### config.mk
export PLATFORM = sky130hd
export DESIGN_NAME = dma_rd_arbiter_flat
export DESIGN_NICKNAME = d
export VERILOG_FILES = /design/src/rtl/dma_rd_arbiter_if.sv /design/src/rtl/dma_rd_arbiter.sv /design/src/flat_wrapper.sv
export SDC_FILE = /design/constraint.sdc
export NUM_CORES = 1
export LEC_CHECK = 0
export ABC_AREA = 1
export CORE_AREA = 5 5 547 549
export CTS_CLUSTER_DIAMETER = 40
export CTS_CLUSTER_SIZE = 20
export DETAILED_ROUTE_END_ITERATION = 10
export DIE_AREA = 0 0 552 554
export SLEW_MARGIN = 20
export SYNTH_ARGS = -nofsm -noshare
export SYNTH_HDL_FRONTEND = slang
export SYNTH_SLANG_ARGS = --single-unit
### constraint.sdc
create_clock -name clk -period 2.7 [get_ports clk]
set_input_delay 0.54 -clock clk [delete_from_list [all_inputs] [get_ports clk]]
set_output_delay 0.54 -clock clk [all_outputs]
set_load 0.05 [all_outputs]
### src/rtl/dma_rd_arbiter_if.sv
// Bus interfaces for dma_rd_arbiter.
//   dma_rd_req_if : requester side (io_control read ports).
//     master = requesters (drive req_*, rsp_taken), slave = arbiter.
//   dma_rd_dma_if : DMA engine side (top-level dma_rd_* ports).
//     master = arbiter (drives request, data_taken), slave = DMA engine.
interface dma_rd_req_if #(
  parameter int unsigned NUM_REQ = 4,
  parameter int unsigned ADDR_W  = 64,
  parameter int unsigned DATA_W  = 512
);
  logic [NUM_REQ-1:0]        req_valid;
  logic [NUM_REQ*ADDR_W-1:0] req_addr;
  logic [NUM_REQ*8-1:0]      req_len;
  logic [NUM_REQ-1:0]        req_ack;
  logic [DATA_W-1:0]         rsp_data;
  logic [NUM_REQ-1:0]        rsp_valid;
  logic                      rsp_last;
  logic [NUM_REQ-1:0]        rsp_taken;

  modport master (
    output req_valid, req_addr, req_len, rsp_taken,
    input  req_ack, rsp_data, rsp_valid, rsp_last
  );
  modport slave (
    input  req_valid, req_addr, req_len, rsp_taken,
    output req_ack, rsp_data, rsp_valid, rsp_last
  );
endinterface

interface dma_rd_dma_if #(
  parameter int unsigned ADDR_W = 64,
  parameter int unsigned DATA_W = 512
);
  logic              dma_rd_req;
  logic [ADDR_W-1:0] dma_rd_addr;
  logic [7:0]        dma_rd_len;
  logic              dma_rd_req_ack;
  logic [DATA_W-1:0] dma_rd_data;
  logic              dma_rd_data_valid;
  logic              dma_rd_data_last;
  logic              dma_rd_data_taken;

  modport master (
    output dma_rd_req, dma_rd_addr, dma_rd_len, dma_rd_data_taken,
    input  dma_rd_req_ack, dma_rd_data, dma_rd_data_valid, dma_rd_data_last
  );
  modport slave (
    input  dma_rd_req, dma_rd_addr, dma_rd_len, dma_rd_data_taken,
    output dma_rd_req_ack, dma_rd_data, dma_rd_data_valid, dma_rd_data_last
  );
endinterface

### src/rtl/dma_rd_arbiter.sv
// dma_rd_arbiter: shares one DMA read channel between NUM_REQ requesters.
// Round-robin arbitration of burst requests, in-order tag FIFO of granted
// requesters, and zero-latency steering of returned beats to the owner of
// the oldest outstanding burst.
// Ports:
//   clk, rst_n : clock, asynchronous active-low reset
//   req_bus    : dma_rd_req_if.slave  (req_valid/addr/len/ack, rsp_*)
//   dma_bus    : dma_rd_dma_if.master (dma_rd_req/addr/len/ack, dma_rd_data*)
//   busy       : request in flight to the DMA engine or any burst outstanding
// Optional (macro DMA_RD_ARB_STATS_EN):
//   grant_count  : per-requester saturating count of accepted bursts (16b each)
//   stall_cycles : saturating count of cycles a request waits on a full FIFO
module dma_rd_arbiter #(
  parameter int unsigned NUM_REQ            = 4,
  parameter int unsigned REQ_ID_W           = 2,
  parameter int unsigned C_M_AXI_ADDR_WIDTH = 64,
  parameter int unsigned C_M_AXI_DATA_WIDTH = 512,
  parameter int unsigned MAX_OUTSTANDING    = 8
) (
  input  logic                clk,
  input  logic                rst_n,
  dma_rd_req_if.slave         req_bus,
  dma_rd_dma_if.master        dma_bus,
  output logic                busy
`ifdef DMA_RD_ARB_STATS_EN
  ,
  output logic [NUM_REQ*16-1:0] grant_count,
  output logic [31:0]           stall_cycles
`endif
);

  localparam int unsigned AW    = C_M_AXI_ADDR_WIDTH;
  localparam int unsigned DW    = C_M_AXI_DATA_WIDTH;
  localparam int unsigned PTR_W = $clog2(MAX_OUTSTANDING);
  localparam int unsigned CNT_W = PTR_W + 1;

  typedef enum logic {
    ST_ARB = 1'b0,
    ST_REQ = 1'b1
  } state_t;

  state_t                r_state;
  state_t                w_state_nxt;
  logic [REQ_ID_W-1:0]   r_ptr;
  logic [REQ_ID_W-1:0]   r_gnt_id;
  logic [AW-1:0]         r_addr;
  logic [7:0]            r_len;

  logic [REQ_ID_W-1:0]   r_fifo [MAX_OUTSTANDING];
  logic [PTR_W-1:0]      r_wr_ptr;
  logic [PTR_W-1:0]      r_rd_ptr;
  logic [CNT_W-1:0]      r_count;

  logic                  w_pick_vld;
  logic [REQ_ID_W-1:0]   w_pick_id;
  logic                  w_grant;
  logic                  w_push;
  logic                  w_pop;
  logic                  w_empty;
  logic                  w_full;
  logic [REQ_ID_W-1:0]   w_head;
  logic [NUM_REQ-1:0]    w_head_oh;
  logic                  w_taken;
  logic [DW-1:0]         w_beat_data;

  // Index of the candidate 'off' positions above 'base', wrapping at NUM_REQ.
  function automatic logic [REQ_ID_W-1:0] rr_idx(input logic [REQ_ID_W-1:0] base,
                                                 input int unsigned off);
    int unsigned s;
    s = 32'(base) + off;
    if (s >= NUM_REQ) s = s - NUM_REQ;
    return REQ_ID_W'(s);
  endfunction

  assign w_empty = (r_count == '0);
  assign w_full  = (r_count == CNT_W'(MAX_OUTSTANDING));
  assign w_head  = r_fifo[r_rd_ptr];

  // Round-robin pick: first requester above the last served one.
  always_comb begin
    w_pick_vld = 1'b0;
    w_pick_id  = '0;
    for (int unsigned i = 1; i <= NUM_REQ; i++) begin
      if (!w_pick_vld && req_bus.req_valid[rr_idx(r_ptr, i)]) begin
        w_pick_vld = 1'b1;
        w_pick_id  = rr_idx(r_ptr, i);
      end
    end
  end

  // Next-state logic.
  always_comb begin
    w_state_nxt = r_state;
    w_grant     = 1'b0;
    w_push      = 1'b0;
    case (r_state)
      ST_ARB: begin
        if (!w_full && w_pick_vld) begin
          w_grant     = 1'b1;
          w_state_nxt = ST_REQ;
        end
      end
      ST_REQ: begin
        if (dma_bus.dma_rd_req_ack) begin
          w_push      = 1'b1;
          w_state_nxt = ST_ARB;
        end
      end
      default: w_state_nxt = ST_ARB;
    endcase
  end

  // State register.
  always_ff @(posedge clk or negedge rst_n) begin
    if (!rst_n) r_state <= ST_ARB;
    else        r_state <= w_state_nxt;
  end

  // Granted request: captured at grant, held until the DMA engine acks.
  always_ff @(posedge clk or negedge rst_n) begin
    if (!rst_n) begin
      r_gnt_id <= '0;
      r_addr   <= '0;
      r_len    <= '0;
      r_ptr    <= '0;
    end else begin
      if (w_grant) begin
        r_gnt_id <= w_pick_id;
        r_addr   <= req_bus.req_addr[32'(w_pick_id)*AW +: AW];
        r_len    <= req_bus.req_len[32'(w_pick_id)*8 +: 8];
      end
      if (w_push) r_ptr <= r_gnt_id;
    end
  end

  // In-order tag FIFO of requesters owning outstanding bursts.
  always_ff @(posedge clk or negedge rst_n) begin
    if (!rst_n) begin
      for (int unsigned i = 0; i < MAX_OUTSTANDING; i++) r_fifo[i] <= '0;
      r_wr_ptr <= '0;
      r_rd_ptr <= '0;
      r_count  <= '0;
    end else begin
      if (w_push) begin
        r_fifo[r_wr_ptr] <= r_gnt_id;
        r_wr_ptr         <= r_wr_ptr + PTR_W'(1);
      end
      if (w_pop) r_rd_ptr <= r_rd_ptr + PTR_W'(1);
      case ({w_push, w_pop})
        2'b10:   r_count <= r_count + CNT_W'(1);
        2'b01:   r_count <= r_count - CNT_W'(1);
        default: r_count <= r_count;
      endcase
    end
  end

  // Beat steering: only the head-of-FIFO owner sees valid; empty FIFO stalls.
  always_comb begin
    for (int unsigned k = 0; k < NUM_REQ; k++) begin
      w_head_oh[k] = !w_empty && (w_head == REQ_ID_W'(k));
    end
  end

  assign w_taken     = |(w_head_oh & req_bus.rsp_taken);
  assign w_pop       = dma_bus.dma_rd_data_valid && dma_bus.dma_rd_data_last && w_taken;
  assign w_beat_data = dma_bus.dma_rd_data;

  assign req_bus.rsp_data  = w_beat_data;
  assign req_bus.rsp_last  = dma_bus.dma_rd_data_last;
  assign req_bus.rsp_valid = w_head_oh & {NUM_REQ{dma_bus.dma_rd_data_valid}};

  // Ack pulse goes out in the DMA ack cycle so the requester drops its
  // request before the next arbitration.
  always_comb begin
    for (int unsigned k = 0; k < NUM_REQ; k++) begin
      req_bus.req_ack[k] = w_push && (r_gnt_id == REQ_ID_W'(k));
    end
  end

  assign dma_bus.dma_rd_req        = (r_state == ST_REQ);
  assign dma_bus.dma_rd_addr       = r_addr;
  assign dma_bus.dma_rd_len        = r_len;
  assign dma_bus.dma_rd_data_taken = w_taken;

  assign busy = (r_state != ST_ARB) || !w_empty;

`ifdef DMA_RD_ARB_STATS_EN
  logic [NUM_REQ-1:0][15:0] r_grant_cnt;
  logic [31:0]              r_stall_cnt;

  // Saturating statistics counters.
  always_ff @(posedge clk or negedge rst_n) begin
    if (!rst_n) begin
      r_grant_cnt <= '0;
      r_stall_cnt <= '0;
    end else begin
      for (int unsigned k = 0; k < NUM_REQ; k++) begin
        if (req_bus.req_ack[k] && (r_grant_cnt[k] != 16'hFFFF)) begin
          r_grant_cnt[k] <= r_grant_cnt[k] + 16'd1;
        end
      end
      if ((|req_bus.req_valid) && w_full && (r_stall_cnt != 32'hFFFF_FFFF)) begin
        r_stall_cnt <= r_stall_cnt + 32'd1;
      end
    end
  end

  assign grant_count  = r_grant_cnt;
  assign stall_cycles = r_stall_cnt;
`endif

endmodule

### src/flat_wrapper.sv
// flat-port wrapper written by rule: the top's interface ports become plain ports
module dma_rd_arbiter_flat 
#(
  parameter int unsigned NUM_REQ            = 4,
  parameter int unsigned REQ_ID_W           = 2,
  parameter int unsigned C_M_AXI_ADDR_WIDTH = 64,
  parameter int unsigned C_M_AXI_DATA_WIDTH = 512,
  parameter int unsigned MAX_OUTSTANDING    = 8
)
  (clk, rst_n, busy, req_bus_req_valid, req_bus_req_addr, req_bus_req_len, req_bus_rsp_taken, req_bus_req_ack, req_bus_rsp_data, req_bus_rsp_valid, req_bus_rsp_last, dma_bus_dma_rd_req, dma_bus_dma_rd_addr, dma_bus_dma_rd_len, dma_bus_dma_rd_data_taken, dma_bus_dma_rd_req_ack, dma_bus_dma_rd_data, dma_bus_dma_rd_data_valid, dma_bus_dma_rd_data_last);
  dma_rd_req_if #(.NUM_REQ(NUM_REQ), .ADDR_W((64)), .DATA_W((512))) req_bus_i ();
  dma_rd_dma_if #(.ADDR_W((64)), .DATA_W((512))) dma_bus_i ();
  input  logic clk;
  input  logic rst_n;
  output logic busy;
  input wire logic [$bits(req_bus_i.req_valid)-1:0] req_bus_req_valid;
  input wire logic [$bits(req_bus_i.req_addr)-1:0] req_bus_req_addr;
  input wire logic [$bits(req_bus_i.req_len)-1:0] req_bus_req_len;
  input wire logic [$bits(req_bus_i.rsp_taken)-1:0] req_bus_rsp_taken;
  output wire logic [$bits(req_bus_i.req_ack)-1:0] req_bus_req_ack;
  output wire logic [$bits(req_bus_i.rsp_data)-1:0] req_bus_rsp_data;
  output wire logic [$bits(req_bus_i.rsp_valid)-1:0] req_bus_rsp_valid;
  output wire logic [$bits(req_bus_i.rsp_last)-1:0] req_bus_rsp_last;
  output wire logic [$bits(dma_bus_i.dma_rd_req)-1:0] dma_bus_dma_rd_req;
  output wire logic [$bits(dma_bus_i.dma_rd_addr)-1:0] dma_bus_dma_rd_addr;
  output wire logic [$bits(dma_bus_i.dma_rd_len)-1:0] dma_bus_dma_rd_len;
  output wire logic [$bits(dma_bus_i.dma_rd_data_taken)-1:0] dma_bus_dma_rd_data_taken;
  input wire logic [$bits(dma_bus_i.dma_rd_req_ack)-1:0] dma_bus_dma_rd_req_ack;
  input wire logic [$bits(dma_bus_i.dma_rd_data)-1:0] dma_bus_dma_rd_data;
  input wire logic [$bits(dma_bus_i.dma_rd_data_valid)-1:0] dma_bus_dma_rd_data_valid;
  input wire logic [$bits(dma_bus_i.dma_rd_data_last)-1:0] dma_bus_dma_rd_data_last;
  assign req_bus_i.req_valid = req_bus_req_valid;
  assign req_bus_i.req_addr = req_bus_req_addr;
  assign req_bus_i.req_len = req_bus_req_len;
  assign req_bus_i.rsp_taken = req_bus_rsp_taken;
  assign req_bus_req_ack = req_bus_i.req_ack;
  assign req_bus_rsp_data = req_bus_i.rsp_data;
  assign req_bus_rsp_valid = req_bus_i.rsp_valid;
  assign req_bus_rsp_last = req_bus_i.rsp_last;
  assign dma_bus_dma_rd_req = dma_bus_i.dma_rd_req;
  assign dma_bus_dma_rd_addr = dma_bus_i.dma_rd_addr;
  assign dma_bus_dma_rd_len = dma_bus_i.dma_rd_len;
  assign dma_bus_dma_rd_data_taken = dma_bus_i.dma_rd_data_taken;
  assign dma_bus_i.dma_rd_req_ack = dma_bus_dma_rd_req_ack;
  assign dma_bus_i.dma_rd_data = dma_bus_dma_rd_data;
  assign dma_bus_i.dma_rd_data_valid = dma_bus_dma_rd_data_valid;
  assign dma_bus_i.dma_rd_data_last = dma_bus_dma_rd_data_last;
  dma_rd_arbiter #(.NUM_REQ(NUM_REQ), .REQ_ID_W(REQ_ID_W), .C_M_AXI_ADDR_WIDTH(C_M_AXI_ADDR_WIDTH), .C_M_AXI_DATA_WIDTH(C_M_AXI_DATA_WIDTH), .MAX_OUTSTANDING(MAX_OUTSTANDING)) u_core (.clk(clk), .rst_n(rst_n), .req_bus(req_bus_i), .dma_bus(dma_bus_i), .busy(busy));
endmodule
==> results.cfg <==
[run_status]
status = complete, but fails checks
violations = negative setup slack

[route]
wl_met3_mm = 77.9
drt_iter0_markers = 482
postRouteAntennaNets = 0
drc_errors = 0
maxUsedRoutingLayer = met5
viasPerCell = 1.97
firstDrtPassIters = 5
wl_mm = 209
routedWlPerCell_um = 36.7
num_vias = 11200
drt-met1-wl_mm = 39.5
dr_wl_met2_mm = 85.4

[cells_and_area]
fin_cells = 5690
n_fill_cell = 35000
synthToLayoutAreaGrowth_pct = 55.7
nets = 2564
drive_gt1_frac = 0.177

[floorplan]
core_area_mm2 = 0.293
die_y_um = 554
io_pins = 1409
dieArea_mm2 = 0.306
start_util = 0.0399
die_x_um = 552
std_cell_rows = 199

[grt]
grt.total_usage = 0.131
gr-total-overflow = 0
antenna_found_initial = 36
grt_pass1_vias = 11100
grt_pass1_wl_mm = 235
grt_max_degree = 47

[hold_path]
worstHoldStart = u_core.dma_bus.dma_rd_addr[45]
hp-class = reg2reg

[worst_setup_path]
critPathLaunch = u_core.r_rd_ptr[0]
required_ns = 2.16
path_class = reg2out
crit_fanout = 5
cp-end-kind = output pin
crit_family = buffers and inverters
crit_path_max_incr_delay_ns = 0.44
r2r-start = u_core.r_rd_ptr[0]
worstPathCellList = buf_6 -> nor2_4 -> nor2_1 -> o21ai_1 -> nand2_1 -> nand2_1 -> nand2_2 -> buf_4 -> buf_6 -> nor4_4 -> buf_4 -> buf_12
slowest_stage = dfrtp_1
path_buf_inv = 5
crit_arrival_ns = 2.30
startpoint_type = flop

[logic_synthesis]
synthCells = 1812
syn-cell-area_mm2 = 0.0117
synth_async_sr_flop_share = 1.00
synth_area_leaders = buf_4, dfrtp_1, nand2_1
netlist_top_cells_count = buf_4, nand2_1, nand3_1
synth_top_flop_cell = dfrtp_1
synth_nets = 2631
synth_edf_count = 0
synth_cell_types = 33
synth.top_cell.area_share = 0.336
yosys.area.top_type = buf_4
ys_ff_latch = 103
syn_avg_cell_area_um2 = 6.46
yosysMostFrequentCell = buf_4
ys_seq_area_frac = 0.220
ys_warn_count = 0

[timing]
finClkSkew_ns = 0.0332
max_clock_freq_mhz = 352
relSlewSlack = 0.589
finalSetupViolations = 5
fin_ws_ns = -0.140
slew_viol_final = 0
rsz0062_at_grt = yes
max_slew.worst_pin.slew_ns = 0.615
period_needed_ns = 2.84
period_share = 1.05
hold_viol = 0
fin_tns_setup_ns = -0.475

[clock_network]
cts-buffers-inserted = 9
root_buffer = clkbuf_16
clock-sinks = 103
clk_pin_slew_ns = 0.10
htreeDepth = 3
worstSkewPairLatency_ns = 0.46
cts_buffer_depth = 2
cts_tree = yes

[place]
place.gp.congestion = 0.901
dp.cells = 5636
io_buffers = 384
hpwl_mm = 198

[power]
cellPowerDensity_mw_per_mm2 = 1420
power.leakage_nw = 7.27
peakVddDrop_mv = 0.738
fin_total_pwr_mw = 25.8

[run]
maxCapViolations = 0
[final cells by class]
type | count | area (µm²) | share of cell area
clock inverter | 7 | 66.3 | 0.00364
multi-input combinational | 860 | 4220 | 0.232
antenna | 21 | 52.6 | 0.00289
sequential | 103 | 2580 | 0.142
inverter | 267 | 1010 | 0.0556
timing repair buffer | 504 | 5160 | 0.283
clock buffer | 9 | 225 | 0.0124
tap | 3919 | 4900 | 0.269
[sequential cells by signal, indices dropped and copies added, names as in the netlist]
name and cells:
u_core.dma_bus.dma_rd_addr 64, u_core.dma_bus.dma_rd_len 8, u_core.dma_bus.dma_rd_req 1, u_core.r_count 4, u_core.r_fifo 16, u_core.r_gnt_id 2, u_core.r_ptr 2, u_core.r_rd_ptr 3
u_core.r_wr_ptr 3
[worst min-delay path, stage by stage (launching register included)]
cell and delay [ns]:
dfrtp_1 0.36, nand2_1 0.05, nand2_1 0.05
[stage by stage]
| step | hold WS, ns | worst slack (ns) | util | cell area [µm²] |
|---|---|---|---|---|
| final | 0.489 | -0.140 | 0.0621 | 18200 |
| after global routing | 0.503 | -0.341 | 0.0620 | 18200 |
| after CTS | 0.495 | -0.0717 | 0.0610 | 17900 |
| after detailed placement | 0.469 | -0.674 | 0.0595 | 17400 |
| after global placement | 0.467 | -0.800 | 0.0595 | 17400 |
| after floorplan | 0.244 | -0.497 | - | 11700 |
[kinds of logic (layout without fill, tap and decap cells)]
logic type,Yosys count,count (layout),share of synthesized area
and+or+nand+nor,814,814,0.307
DFF,103,103,0.220
AOI/OAI and AO/OA,34,34,0.0156
other,0,21,0
buffers and inverters,849,787,0.446
adders and majority gates,6,6,0.00706
xor gates and xnor gates,6,6,0.00449
[layer usage]
layer,track usage,up-vias
met5,0.00123,-
met4,0.0350,4
met3,0.230,193
met2,0.191,1510
met1,0.0701,4664
li1,-,4845
[what timing repair did]
action,in CTS,in global routing
setup endpoints to repair,17,22
gates resized for setup,35,33
endpoints found under the hold margin,2,0
pin swaps,2,18
cloned,0,2
hold buffers,1,0
buffers inserted,2,12
[power breakdown]
group	internal, mW	switching (mW)
clock network	0.658	1.02
logic	7.52	13.6
registers	2.38	0.624
total	10.6	15.3
[layout by cell type, fill, tap and decap left out, drive strengths merged, types with 5 or more instances in the layout]
cell type and count:
diode 21, xor2 5, dfrtp 103, nand2 443, or2 60, buf 188, clkbuf 11, inv 271
clkdlybuf4s50 313, nand3 278, o21ai 30, nor2 26, ha 5
[path summary, 6_finish.rpt]
check | end | slack (ns) | depth (start not counted)
setup / recovery | req_bus_rsp_valid[0] | -0.14 | 12
hold / removal | u_core.dma_bus.dma_rd_addr[45] | 0.49 | 2
setup reg to reg | u_core.r_count[3] | -0.11 | 21
hold reg to reg | u_core.dma_bus.dma_rd_addr[45] | 0.49 | 2
max in group asynchronous | u_core.dma_bus.dma_rd_addr[57] | 1.20 | 3
min in group asynchronous | u_core.dma_bus.dma_rd_addr[39] | 0.59 | 2
Note: power is estimated with default switching activity, not from simulation.
